## src/rtl/cmd_dispatch_ctrl.sv

```systemverilog
// Opcode dispatcher: hands each accepted opcode to its handler unit, waits for
// completion or a timeout, and returns a single status response per command.
module cmd_dispatch_ctrl #(
    parameter logic [7:0]  MAP_MASK = 8'b1110_1111,
    parameter int unsigned TIMEOUT  = 15,
    parameter int unsigned CNT_W    = 8
) (
    input  logic             clk,
    input  logic             rst_n,
    input  logic             cmd_valid,
    input  logic [2:0]       cmd_code,
    output logic             cmd_ready,
    output logic [7:0]       unit_start,
    input  logic [7:0]       unit_done,
    output logic             rsp_valid,
    input  logic             rsp_ready,
    output logic [2:0]       rsp_code,
    output logic [1:0]       rsp_status,
    output logic [CNT_W-1:0] default_cnt,
    output logic [CNT_W-1:0] timeout_cnt,
    output logic             busy
);

    // state    | meaning
    // IDLE     | ready for a new opcode
    // DISPATCH | one-cycle start pulse to the selected handler
    // WAIT     | waiting for that handler's done, timer running
    // RESP     | response held until consumed
    typedef enum logic [1:0] {
        ST_IDLE     = 2'd0,
        ST_DISPATCH = 2'd1,
        ST_WAIT     = 2'd2,
        ST_RESP     = 2'd3
    } state_t;

    localparam logic [1:0] STAT_OK      = 2'b00;
    localparam logic [1:0] STAT_DEFAULT = 2'b01;
    localparam logic [1:0] STAT_TIMEOUT = 2'b10;
    localparam logic [7:0] TMO_LAST     = 8'(TIMEOUT - 1);
    localparam logic [CNT_W-1:0] CNT_MAX = {CNT_W{1'b1}};
    localparam logic [CNT_W-1:0] CNT_ONE = {{(CNT_W-1){1'b0}}, 1'b1};

    state_t           state_q, state_d;
    logic [2:0]       code_q, code_d;
    logic [7:0]       timer_q, timer_d;
    logic [1:0]       status_q, status_d;
    logic [CNT_W-1:0] default_cnt_q, default_cnt_d;
    logic [CNT_W-1:0] timeout_cnt_q, timeout_cnt_d;

    always_ff @(posedge clk) begin
        if (!rst_n) begin
            state_q       <= ST_IDLE;
            code_q        <= 3'd0;
            timer_q       <= 8'd0;
            status_q      <= STAT_OK;
            default_cnt_q <= '0;
            timeout_cnt_q <= '0;
        end else begin
            state_q       <= state_d;
            code_q        <= code_d;
            timer_q       <= timer_d;
            status_q      <= status_d;
            default_cnt_q <= default_cnt_d;
            timeout_cnt_q <= timeout_cnt_d;
        end
    end

    always_comb begin
        state_d       = state_q;
        code_d        = code_q;
        timer_d       = timer_q;
        status_d      = status_q;
        default_cnt_d = default_cnt_q;
        timeout_cnt_d = timeout_cnt_q;
        case (state_q)
            ST_IDLE: begin
                if (cmd_valid) begin
                    code_d = cmd_code;
                    if (MAP_MASK[cmd_code]) begin
                        state_d = ST_DISPATCH;
                    end else begin
                        state_d  = ST_RESP;
                        status_d = STAT_DEFAULT;
                        if (default_cnt_q != CNT_MAX)
                            default_cnt_d = default_cnt_q + CNT_ONE;
                    end
                end
            end
            ST_DISPATCH: begin
                timer_d = 8'd0;
                state_d = ST_WAIT;
            end
            ST_WAIT: begin
                // Completion takes priority over a timeout landing in the same cycle.
                if (unit_done[code_q]) begin
                    state_d  = ST_RESP;
                    status_d = STAT_OK;
                end else if (timer_q == TMO_LAST) begin
                    state_d  = ST_RESP;
                    status_d = STAT_TIMEOUT;
                    if (timeout_cnt_q != CNT_MAX)
                        timeout_cnt_d = timeout_cnt_q + CNT_ONE;
                end else begin
                    timer_d = timer_q + 8'd1;
                end
            end
            ST_RESP: begin
                if (rsp_ready)
                    state_d = ST_IDLE;
            end
            default: state_d = ST_IDLE;
        endcase
    end

    assign cmd_ready   = (state_q == ST_IDLE);
    assign busy        = (state_q != ST_IDLE);
    assign unit_start  = (state_q == ST_DISPATCH) ? (8'b1 << code_q) : 8'b0;
    assign rsp_valid   = (state_q == ST_RESP);
    assign rsp_code    = rsp_valid ? code_q : 3'd0;
    assign rsp_status  = rsp_valid ? status_q : STAT_OK;
    assign default_cnt = default_cnt_q;
    assign timeout_cnt = timeout_cnt_q;

endmodule

```

## config.mk

```make
export PLATFORM = sky130hd
export DESIGN_NAME = cmd_dispatch_ctrl
export DESIGN_NICKNAME = d
export VERILOG_FILES = /design/src/rtl/cmd_dispatch_ctrl.sv
export SDC_FILE = /design/constraint.sdc
export NUM_CORES = 1
export LEC_CHECK = 0
export ABC_AREA = 1
export CORE_MARGIN = 8
export CORE_UTILIZATION = 40
export DETAILED_ROUTE_END_ITERATION = 12
export GPL_ROUTABILITY_DRIVEN = 0
export GPL_TIMING_DRIVEN = 0
export HOLD_SLACK_MARGIN = 0.08
export PLACE_DENSITY = 0.73
export SYNTH_ARGS = -nofsm -noshare
export SYNTH_HDL_FRONTEND = slang
export SYNTH_SLANG_ARGS = --single-unit
```

## constraint.sdc

```tcl
create_clock -name clk -period 3 [get_ports clk]
set_clock_uncertainty 0.2 [all_clocks]
set_input_delay 0.3 -clock clk [delete_from_list [all_inputs] [get_ports clk]]
set_output_delay 0.3 -clock clk [all_outputs]
set_load 0.01 [all_outputs]
```

[After elaboration in Yosys (flattened, before gate mapping)]
Memory sizes are Yosys's and may differ from the RTL's.
Index checks and enable logic that the tools add are counted.
Storage, ports and cells
  memories: 1
  register bits: 31
  output and inout port bits: 32
  logic and storage cells: 57
  memory bits (read-only): 8
Memory list
  (name not given): depth 8, width 1, read ports 1, clocked after memory_dff 0, wr ports 0, RTL line 79  | if (MAP_MASK[cmd_code]) begin
Operators by class
  reductions and logical operators: 10
  mux-type cells: 20
  shift operators: 1
  $lt $le $gt $ge: 2
  $add $sub $neg: 3
  bitwise logic cells: 2
  equal/unequal tests: 12
Operators by type and width (count)
  8-bit by 1-bit adder with 8-bit output, second input constant: 3
  8-bit 2-to-1 mux: 3
  2-bit 2-to-1 mux: 10
  8-bit != test, second input constant: 2
  8-bit one-hot mux with 2 select lines: 1
  4-bit AND reduction: 3
  8-bit by 4-bit == test with 1-bit output, second input constant: 1
  3-bit by 4-bit < comparator with 1-bit output, second input constant: 2
  2-bit != test, second input constant: 4
  2-bit one-hot mux with 4 select lines: 1
  1-bit by 3-bit << shifter with 8-bit output, first input constant: 1
  3-bit AND reduction: 2
  2-bit nonzero test: 3
  2-bit == test, second input constant: 2
  2-bit one-hot mux with 2 select lines: 1
  1-bit binary-select mux with 3-bit select: 1
  3-bit 2-to-1 mux: 1
  3-bit != test, second input constant: 1
  2-bit by 1-bit == test with 1-bit output, second input constant: 1
  2-bit zero test: 1
  1-bit 2-to-1 mux: 2
  2-bit by 1-bit != test with 1-bit output, second input constant: 1
  1-bit inverter: 2
  2-bit AND reduction: 1

[Logic depth before layout (Yosys ltp)]
  depth in word-level cells: 5
  depth in mapped cells: 14

[Worst setup path before layout]
No wires, ideal clock.
  kind: reg-to-reg
  from: register state_q[0]
  to: register default_cnt_q[7] (netlist: default_cnt[7])
  clock period less this slack: 1.836 ns
  setup slack: 1.164 ns
  stages on the path, launching flop included: 10
  buffers on the path: 0
  data required time: 2.683 ns
  library setup time: 0.117 ns
  arrival: 1.519 ns
  path through: dfxtp_1 -> inv_1 -> ha_1 -> nand2_2 -> nor3_1 -> nand2_1 -> nor2_2 -> nand3_1 -> o21ai_0 -> nor2_1
Between the ends
  word-level cells in the longest chain between the ends: 2
RTL lines
  start: declaration: RTL line 43  | state_t state_q, state_d;
  start signal: assignment: RTL line 59  | state_q <= state_d;
  2-bit zero test
  net cmd_ready: RTL line 12  | output logic cmd_ready,
  4-bit AND reduction (no source line)
  end signal: assignment: RTL line 63  | default_cnt_q <= default_cnt_d;
  end: declaration: RTL line 47  | logic [CNT_W-1:0] default_cnt_q, default_cnt_d;
The timed path passes the listed nets, and every way through them passes these cells.
A chain may end at the register's enable or synchronous reset.

[Final worst setup path]
  from: register state_q[1]
  to: output port unit_start[7]
Between the ends
  word-level cells in the longest chain between the ends: 2
RTL lines
  2-bit by 1-bit == test with 1-bit output: RTL line 117  | assign unit_start = (state_q == ST_DISPATCH) ? (8'b1 << code_q) : 8'b0;
  8-bit 2-to-1 mux: RTL line 117
  end: declaration: RTL line 13  | output logic [7:0] unit_start,
Every way passes these cells.

==> results.txt <==
die height: 85 um
Routed Antenna Nets: 0
final worst slack: 0.744 ns
CTS root buf: clkbuf_8
Worst-Margin Slew: 0.541 ns
Synth Net Count: 309
CTS tree: yes
worst-path cell chain: inv_1 -> ha_1 -> nand2_1 -> nor2_1 -> clkdlybuf4s50_1
Max clock buf depth: 2
period utilization: 0.752
vias in the first global route: 1,774
cts repair resizes: 0
Die Footprint: 7230 sq um
netlist area before placement: 1900 sq um
Yosys cell types: 27
critical path startpoint category: register
clock transition at the registers of the reported paths: 0.07 ns
CTS H-Tree Depth: 2
vias per cell: 4.80
pin count of the biggest net entering global routing: 12
Placed Cells: 384
fillers: 476
via count: 1,880
core area: 4660 sq um
I/O pins: 47
DR iter-0 viols: 65
Die Width: 85 um
Critical Path RT: 2.50 ns
status: finished clean
WS Path Type: reg2out
gr usage total: 0.129
DRC: 0
RSZ-0062 raised after global routing: false
Crit path arrival time: 1.76 ns
port bufs: 45
Initial Utilization: 0.409
Area growth, synth to finish: 31.9%
Seq cells post-synth: 31
DR pass1 iterations: 4
Final Critical Period: 2.26 ns
hold_ws: 0.245 ns
# nets final: 361
cell family with most CP delay: buffers and inverters
crit end category: primary output
CTS Hold Bufs: 0
Slowest-stage cell, CP: clkdlybuf4s50_1
final hold vios: 0
fin cells: 392
layout cells sized above 1: 0.0888
first-pass GRT wire length: 7760 um
final setup violation count: 0
CP Buf/Inv Count: 2
critical path peak fanout: 4
final instance area: 2510 sq um
DP Area: 2420 sq um
clock latency at the later pin of the worst-skew pair: 0.29 ns
Routed WL: 4500 um
final core occ: 0.539
register area share after synthesis: 0.326
CTS sink count: 31
highest clock rate: 0.443 GHz
postcts setup bufs: 0
Syn Inst Count: 285
max-cap violations: 0
row cnt: 25
GRT overflow: 0
initial antenna violation count: 0
setup_tns: 0 ns
total power: 1.43 mW
PwrDens: 571 nW/um^2
CP max stage delay: 0.55 ns
Placement Setup Slack: 0.841 ns
static leakage: 1.08 nW
YS warnings: 0
wire length per cell: 11.5 um
Tightest Hold Check Type: in2reg
headroom to the max-slew limit: 0.640
diode count: 0
max-slew violations: 0
DP Wirelength: 3450 um
Max VDD drop: 0.346 mV
syn_area_per_cell: 6.68 sq um
TritonCTS Buffers: 5
## cells in the final DEF (no fill, tap or decap), types with 6 or more instances in the layout
cell	Yosys	final
inv_1	34	34
nor2_1	39	39
ha_1	9	9
a21oi_1	22	22
nand2_1	69	69
clkdlybuf4s50_1	0	45
nand3_1	21	21
dfxtp_1	31	31
xor2_1	6	6
o21ai_0	10	10
## cell usage after synthesis, drive strengths merged
cell type / count / area, sq um
a21oi: 22 / 110
buf: 2 / 16.3
clkbuf: 3 / 11.3
dfxtp: 31 / 621
ha: 9 / 113
inv: 36 / 140
nand2: 79 / 347
nand3: 21 / 105
nand4: 4 / 25.0
nor2: 43 / 185
nor3: 4 / 25.0
o21a: 3 / 22.5
o21ai: 15 / 78.8
o21bai: 1 / 7.51
or2: 3 / 18.8
xnor2: 3 / 26.3
xor2: 6 / 52.6
## report_power, final
group | leakage [nW] | internal (mW) | switching, mW | total, mW
Combinational | 0.788 | 0.236 | 0.371 | 0.607
Clock | 0.0402 | 0.161 | 0.171 | 0.332
Sequential | 0.252 | 0.456 | 0.0399 | 0.496
Total | 1.08 | 0.853 | 0.582 | 1.43
## cell families after synthesis
| logic type | Yosys count | synth area share |
|---|---|---|
| and+or+nand+nor | 154 | 0.371 |
| xor gates and xnor gates | 9 | 0.0414 |
| adders and majority gates | 9 | 0.0591 |
| DFF | 31 | 0.326 |
| AOI/OAI and AO/OA | 41 | 0.115 |
| buffers and inverters | 41 | 0.0880 |
## flip-flops by register name, indices dropped and copies added (netlist names)
name	cells
timeout_cnt	8
code_q	3
default_cnt	8
status_q	2
timer_q	8
state_q	2
## path summary, 6_finish.rpt
| kind | from | endpoint | slack (ns) | cells past startpoint |
|---|---|---|---|---|
| worst max-delay path | state_q[1] | unit_start[7] | 0.74 | 5 |
| worst min-delay path | rst_n | timer_q[0] | 0.24 | 3 |
| worst max register to register | state_q[0] | timeout_cnt[0] | 0.97 | 8 |
| worst min register to register | status_q[0] | status_q[0] | 0.25 | 2 |
## routing by layer
metal | track usage | routed length [um] | up-vias
met5 | 0 | 0 | -
met4 | 0.0663 | 95 | 0
met3 | 0.0328 | 169 | 9
met2 | 0.205 | 2050 | 32
met1 | 0.158 | 2190 | 833
li1 | - | - | 1006
## final cells by class
cell class              count  area, sq um  area share
plain buffers               5         27.5      0.0110
clock inverters             3         20.0     0.00797
well taps                  54         67.6      0.0269
clock buffers               5         68.8      0.0274
multi-input cells         213         1120       0.444
repair buffers             45          450       0.179
inverters                  36          140      0.0558
flip-flops and latches     31          621       0.247
## worst reg2reg max path: stages (launching register included)
cell	delay, ns
dfxtp_1	0.33
inv_1	0.12
ha_1	0.16
buf_2	0.20
inv_1	0.18
nor2_2	0.37
nand2_4	0.14
xor2_1	0.19
nor2_2	0.04
Power figures use the tool's default switching activity.
